$ cat src/rtl/atm_keypad_tx.sv
// Keypad/card front-end for the ATM controller: turns raw key events into the
// ATM's card/PIN/transaction/amount strobes and follows the ATM result outputs.
module atm_keypad_tx #(
    parameter int AMT_W      = 32,
    parameter int MAX_DIGITS = 9,
    parameter int PIN_DIGITS = 4,
    parameter int RESP_WAIT  = 4
) (
    input  logic             i_clk,
    input  logic             i_reset,
    input  logic             i_card_in,
    input  logic             i_key_valid,
    input  logic [3:0]       i_key_code,
    input  logic             i_pin_incorrecto,
    input  logic             i_bloqueo,
    input  logic             i_balance_actualizado,
    input  logic             i_fondos_insuficientes,
    output logic             o_tarjeta_recibida,
    output logic [3:0]       o_digito,
    output logic             o_digito_stb,
    output logic             o_tipo_trans,
    output logic [AMT_W-1:0] o_monto,
    output logic             o_monto_stb,
    output logic             o_busy
);

    localparam int PC_W = $clog2(PIN_DIGITS + 1);
    localparam int WC_W = $clog2(RESP_WAIT + 1);
    localparam int DC_W = $clog2(MAX_DIGITS + 1);
    localparam int EXT_W = AMT_W + 4;

    localparam logic [3:0] K_ENTER = 4'hA;
    localparam logic [3:0] K_CLEAR = 4'hB;
    localparam logic [3:0] K_RET   = 4'hC;
    localparam logic [3:0] K_DEP   = 4'hD;

    typedef enum logic [2:0] {
        S_IDLE, S_PIN, S_PIN_WAIT, S_SELECT, S_AMOUNT, S_RESULT, S_DONE, S_LOCKED
    } state_t;

    state_t            r_state, w_state;
    logic              r_card_q, r_pinc_q, r_bal_q, r_fon_q;
    logic [PC_W-1:0]   r_pin_cnt, w_pin_cnt;
    logic [WC_W-1:0]   r_wait_cnt, w_wait_cnt;
    logic [DC_W-1:0]   r_dcnt, w_dcnt;
    logic [AMT_W-1:0]  r_acc, w_acc;
    logic              r_tarjeta, w_tarjeta;
    logic [3:0]        r_digito, w_digito;
    logic              r_digito_stb, w_digito_stb;
    logic              r_tipo, w_tipo;
    logic [AMT_W-1:0]  r_monto, w_monto;
    logic              r_monto_stb, w_monto_stb;

    logic              w_card_rise, w_card_fall, w_pinc_rise, w_result_rise;
    logic              w_is_digit;
    logic [EXT_W-1:0]  w_acc_mul;

    assign w_card_rise   = i_card_in & ~r_card_q;
    assign w_card_fall   = ~i_card_in & r_card_q;
    assign w_pinc_rise   = i_pin_incorrecto & ~r_pinc_q;
    assign w_result_rise = (i_balance_actualizado & ~r_bal_q) |
                           (i_fondos_insuficientes & ~r_fon_q);
    assign w_is_digit    = i_key_valid && (i_key_code <= 4'd9);
    // Widened so acc*10+d cannot wrap before truncation back to AMT_W.
    assign w_acc_mul     = EXT_W'(r_acc) * EXT_W'(10) + EXT_W'(i_key_code);

    always_comb begin
        w_state      = r_state;
        w_pin_cnt    = r_pin_cnt;
        w_wait_cnt   = r_wait_cnt;
        w_dcnt       = r_dcnt;
        w_acc        = r_acc;
        w_tarjeta    = 1'b0;
        w_digito     = r_digito;
        w_digito_stb = 1'b0;
        w_tipo       = r_tipo;
        w_monto      = r_monto;
        w_monto_stb  = 1'b0;

        if (w_card_fall && r_state != S_IDLE && r_state != S_LOCKED) begin
            w_state    = S_IDLE;
            w_pin_cnt  = '0;
            w_wait_cnt = '0;
            w_dcnt     = '0;
            w_acc      = '0;
            w_tipo     = 1'b0;
            w_monto    = '0;
        end else begin
            unique case (r_state)
                S_IDLE: begin
                    w_pin_cnt = '0;
                    if (w_card_rise) begin
                        w_tarjeta = 1'b1;
                        w_state   = S_PIN;
                    end
                end
                S_PIN: begin
                    if (w_is_digit) begin
                        w_digito     = i_key_code;
                        w_digito_stb = 1'b1;
                        if (r_pin_cnt == PC_W'(PIN_DIGITS - 1)) begin
                            w_pin_cnt  = '0;
                            w_wait_cnt = '0;
                            w_state    = S_PIN_WAIT;
                        end else begin
                            w_pin_cnt = r_pin_cnt + 1'b1;
                        end
                    end
                end
                S_PIN_WAIT: begin
                    if (i_bloqueo)
                        w_state = S_LOCKED;
                    else if (w_pinc_rise)
                        w_state = S_PIN;
                    else if (r_wait_cnt == WC_W'(RESP_WAIT - 1))
                        w_state = S_SELECT;
                    else
                        w_wait_cnt = r_wait_cnt + 1'b1;
                end
                S_SELECT: begin
                    if (i_key_valid && (i_key_code == K_RET || i_key_code == K_DEP)) begin
                        w_tipo  = (i_key_code == K_RET);
                        w_acc   = '0;
                        w_dcnt  = '0;
                        w_state = S_AMOUNT;
                    end
                end
                S_AMOUNT: begin
                    if (w_is_digit) begin
                        if (r_dcnt < DC_W'(MAX_DIGITS)) begin
                            w_acc  = w_acc_mul[AMT_W-1:0];
                            w_dcnt = r_dcnt + 1'b1;
                        end
                    end else if (i_key_valid && i_key_code == K_CLEAR) begin
                        w_acc  = '0;
                        w_dcnt = '0;
                    end else if (i_key_valid && i_key_code == K_ENTER && r_dcnt != '0) begin
                        w_monto     = r_acc;
                        w_monto_stb = 1'b1;
                        w_state     = S_RESULT;
                    end
                end
                S_RESULT: begin
                    if (w_result_rise)
                        w_state = S_DONE;
                end
                S_DONE: begin
                    if (!i_card_in) begin
                        w_state = S_IDLE;
                        w_tipo  = 1'b0;
                        w_monto = '0;
                    end
                end
                S_LOCKED: ;
                default: w_state = S_IDLE;
            endcase
        end
    end

    always_ff @(posedge i_clk) begin
        if (i_reset) begin
            r_state      <= S_IDLE;
            r_card_q     <= 1'b0;
            r_pinc_q     <= 1'b0;
            r_bal_q      <= 1'b0;
            r_fon_q      <= 1'b0;
            r_pin_cnt    <= '0;
            r_wait_cnt   <= '0;
            r_dcnt       <= '0;
            r_acc        <= '0;
            r_tarjeta    <= 1'b0;
            r_digito     <= '0;
            r_digito_stb <= 1'b0;
            r_tipo       <= 1'b0;
            r_monto      <= '0;
            r_monto_stb  <= 1'b0;
        end else begin
            r_state      <= w_state;
            r_card_q     <= i_card_in;
            r_pinc_q     <= i_pin_incorrecto;
            r_bal_q      <= i_balance_actualizado;
            r_fon_q      <= i_fondos_insuficientes;
            r_pin_cnt    <= w_pin_cnt;
            r_wait_cnt   <= w_wait_cnt;
            r_dcnt       <= w_dcnt;
            r_acc        <= w_acc;
            r_tarjeta    <= w_tarjeta;
            r_digito     <= w_digito;
            r_digito_stb <= w_digito_stb;
            r_tipo       <= w_tipo;
            r_monto      <= w_monto;
            r_monto_stb  <= w_monto_stb;
        end
    end

    assign o_tarjeta_recibida = r_tarjeta;
    assign o_digito           = r_digito;
    assign o_digito_stb       = r_digito_stb;
    assign o_tipo_trans       = r_tipo;
    assign o_monto            = r_monto;
    assign o_monto_stb        = r_monto_stb;
    assign o_busy             = (r_state != S_IDLE);

endmodule

$ cat config.mk
export PLATFORM = sky130hd
export DESIGN_NAME = atm_keypad_tx
export DESIGN_NICKNAME = d
export VERILOG_FILES = /design/src/rtl/atm_keypad_tx.sv
export SDC_FILE = /design/constraint.sdc
export NUM_CORES = 1
export LEC_CHECK = 0
export ABC_AREA = 1
export ABC_CLOCK_PERIOD_IN_PS = 5300
export CORE_ASPECT_RATIO = 0.75
export CORE_MARGIN = 2
export CORE_UTILIZATION = 55
export CTS_CLUSTER_DIAMETER = 120
export DETAILED_ROUTE_END_ITERATION = 8
export GPL_TIMING_DRIVEN = 0
export MAX_ROUTING_LAYER = met4
export PLACE_DENSITY = 0.83
export SLEW_MARGIN = 20
export SYNTH_ARGS = -nofsm -noshare
export SYNTH_HDL_FRONTEND = slang
export SYNTH_SLANG_ARGS = --single-unit
$ cat constraint.sdc
create_clock -name i_clk -period 5.3 [get_ports i_clk]
set_input_delay 1.325 -clock i_clk [delete_from_list [all_inputs] [get_ports i_clk]]
set_output_delay 1.325 -clock i_clk [all_outputs]
set_load 0.01 [all_outputs]
==> impl_results.md <==
- Placed Instances: ~1,300
- Yosys warning count: 0
- R2R Path Start: r_acc[3]
- Syn nets: 1,158
- Antenna violations before repair: 0
- # DRC: 0
- Hold Path Origin: r_pin_cnt[2]
- WP data arrival: roughly 4.3 ns
- Buf/Inv on CP: 3
- CP dominant cell by count: nand3_1
- Rows: 35
- Hold Crit Class: reg2reg
- Number of DRC markers after the initial detailed-route iteration: roughly 670
- Post-layout min period: around 4.1 ns
- RSZ-0062 raised after global routing: no
- Post-synth ARST share: 0%
- Fin crit share: around 77%
- Via density: around 5.5
- Average cell area after synthesis: 6.369 um^2
- Pleak: between 3 and 4 nW
- Proportion of layout cells with a drive suffix above 1: under 10%
- Number of enable flip-flop cells after synthesis: 0
- WL per Instance: between 10 and 15 um
- TritonRoute pass-1 iters: 5
- H-tree depth: 3
- Global route overflow: 0
- WP data required: 5.57 ns
- Crit. End Element: register
- Number of I/O pins: 53
- Synth-to-Final Area Change: 15.10%
- CTS Sinks: 89
- Setup Fix Bufs, Post-CTS: 0
- # fillers: between 1,000 and 1,500
- Worst-path maximum fanout: 6
- Startpoint types: input pin
- CTS Buffer Depth: 2
- Worst-path clk slew: 0.06 ns
- Sequential fraction of the synthesis area: 25.88%
- Max-cap viol count: 0
- Worst Skew: approximately 0.0055 ns
- FF-to-FF setup slack: around 2.0 ns
- Flops & latches, synth: 89
- Slowest library cell on the worst path: clkdlybuf4s50_1
- Gr usage total: between 20% and 30%
- Relative slew margins: between 50% and 60%
- Slew @ Worst Pin: around 0.61 ns
- Vias in the first global route: approximately 6,300
- Vias: 7,203
- Die area: 13,440 um^2
- Die X: 133.2 um
- Cells after synthesis: between 1,000 and 1,500
- Die Y: between 100 and 150 um
- Prevailing post-synth register cell: dfxtp_1
- Pwr per Cell Area: roughly 220 nW/um^2
- CTS tree: yes
- Initial Util: approximately 56%
- Nets: around 1,200
- DP Wirelength: 15,220 um
- Setup violators final: 0
- WS Path Type: in2reg
- Slowest cell delay on critical path: 0.60 ns
- Yosys cell types: between 40 and 50
- Clock Tree Root: clkbuf_16
- Status: finished clean
- Synth Cell Area: a little under 7000 um^2
- Final hold vios: 0
- Max-slew violation count: 0
- Top Family by Delay on Critical Path: simple AND/OR/NAND/NOR gates
- Worst path cell trace: clkdlybuf4s50_1 -> ha_1 -> inv_1 -> fa_1 -> inv_1 -> nand3_1 -> nand2_1 -> nand2_1 -> nor2_4 -> nand3_2 -> nor2_1 -> nand3_1 -> nor2_4 -> nand3_2 -> nor2_4 -> nand3_1 -> nand2_1 -> nand3_1 -> a21oi_1
- Port Buf Inserts: 52
- Area occupied by multi-input gates: around 4400 um^2
- # hold bufs at CTS: 0
- PostCTS Resize Cnt: 0
- Power, Total: between 1.5 and 2 mW
- Register area: 1782 um^2
- Worst-Skew Late Latency: 0.35 ns
- Setup_tns: 0 ns
- Routability congestion estimate: between 1 and 1.5
- Global-route wire length before repair: between 30,000 and 40,000 um
- Post-Layout Cell Count: about 1,300
- Worst Setup SP: i_key_code[1]
- CTS Buf Count: 9
- Worst VDD drop: 0.0001922 V
- DRT antenna net count: 0
- Placeable Area: approximately 12,000 um^2
- Pin count of the biggest net entering global routing: 14
- Max Freq: approximately 0.25 GHz
- Diode count: 0
- Routed WL: between 15,000 and 20,000 um
==> cell type report <==
type,count,share of cell area [%]
Inverter,150,7.105
Tap cell,166,2.621
Multi-Input combinational cell,820,55.60
Sequential cell,89,22.48
Buffer,22,1.689
Clock buffer,12,3.110
Timing Repair Buffer,52,6.568
Clock inverter,3,0.8210
==> final timing paths <==
check,end,cells after the start
worst min register to register,r_pin_cnt[2],2
worst min-delay path,r_pin_cnt[2],2
worst max register to register,r_acc[30],16
worst max-delay path,r_acc[31],19
==> logic make-up (layout without fill, tap and decap cells) <==
logic type	after synthesis	in the layout	share of synthesized area, %
AND/OR/NAND/NOR	599	599	39.16
AO/OA/AOI/OAI	151	151	12.07
buffers and inverters	172	239	10.12
flip-flops	89	89	25.88
XOR/XNOR	5	5	0.7452
adder cells (fa/ha/maj)	65	65	12.03
==> power breakdown <==
group	internal (mW)	total [mW]	switching (mW)
logic	0.112	0.339	0.227
clock network	0.423	0.674	0.252
registers	0.695	0.721	0.0258
==> cells in the final DEF (no fill, tap or decap), types with 3 or more instances in the layout <==
master / synthesis / layout
nand2_1: 318 / 318
inv_1: 143 / 143
nand3_1: 108 / 108
a21oi_1: 94 / 94
dfxtp_1: 89 / 89
nor2_1: 75 / 75
ha_1: 63 / 63
clkdlybuf4s50_1: 0 / 52
o21ai_0: 34 / 34
nand2_2: 28 / 28
nand4_1: 17 / 17
clkbuf_1: 13 / 15
nor3_1: 13 / 13
nor2_2: 11 / 11
clkbuf_16: 0 / 9
nor2_4: 8 / 8
inv_2: 6 / 6
clkbuf_8: 4 / 5
a21oi_2: 4 / 4
nand3b_1: 4 / 4
nand3_2: 4 / 4
nor4_1: 3 / 3
buf_2: 3 / 3
nor3_2: 3 / 3
a21o_1: 3 / 3
==> state kept, by name (all words and copies together), names as in the netlist, 3 cells and up <==
| name | flops |
|---|---|
| r_state | 3 |
| r_pin_cnt | 3 |
| o_monto | 32 |
| o_digito | 4 |
| r_wait_cnt | 3 |
| r_dcnt | 4 |
| r_acc | 32 |
==> synthesized netlist by cell type (3+ instances only) <==
cell type,n,area [um^2]
nand2_1,318,1194
inv_2,6,22.52
nand3_1,108,540.5
nand4_1,17,106.4
nor3_1,13,65.06
ha_1,63,788.3
nand2_2,28,175.2
nor2_4,8,90.09
buf_2,3,15.01
clkbuf_1,13,48.80
a21oi_2,4,35.03
nand3_2,4,40.04
nor2_1,75,281.5
a21oi_1,94,470.5
o21ai_0,34,170.2
nor3_2,3,30.03
clkbuf_8,4,55.05
nand3b_1,4,30.03
a21o_1,3,22.52
inv_1,143,536.8
dfxtp_1,89,1782
nor2_2,11,68.82
nor4_1,3,18.77
==> layer usage <==
layer	up-vias	track usage, %	share of wire, %
li1	3656	-	-
met1	3257	41.69	49
met2	270	44.08	42
met3	20	6.988	8.2
met4	0	4.664	0.83
met5	-	-	0
==> metrics by stage <==
| stage | cell area (um^2) | setup slack [ns] | util, % | hold WS [ns] |
|---|---|---|---|---|
| 5_1_grt | 7925 | 0.9718 | 64.63 | 0.4632 |
| 3_5_place_dp | 7614 | 0.9542 | 62.09 | 0.4371 |
| 3_3_place_gp | 7614 | 1.000 | 62.09 | 0.4402 |
| 4_1_cts | 7925 | 1.309 | 64.63 | 0.4596 |
| 6_report | 7925 | 1.235 | 64.63 | 0.4618 |
| 2_1_floorplan | 6885 | 2.001 | - | 0.4203 |
==> tightest hold or removal path, cell delays in order (launching register included) <==
cell and delay (ns):
dfxtp_1 0.31, o21ai_0 0.07, nor2_1 0.04
Note: power is estimated with default switching activity, not from simulation.
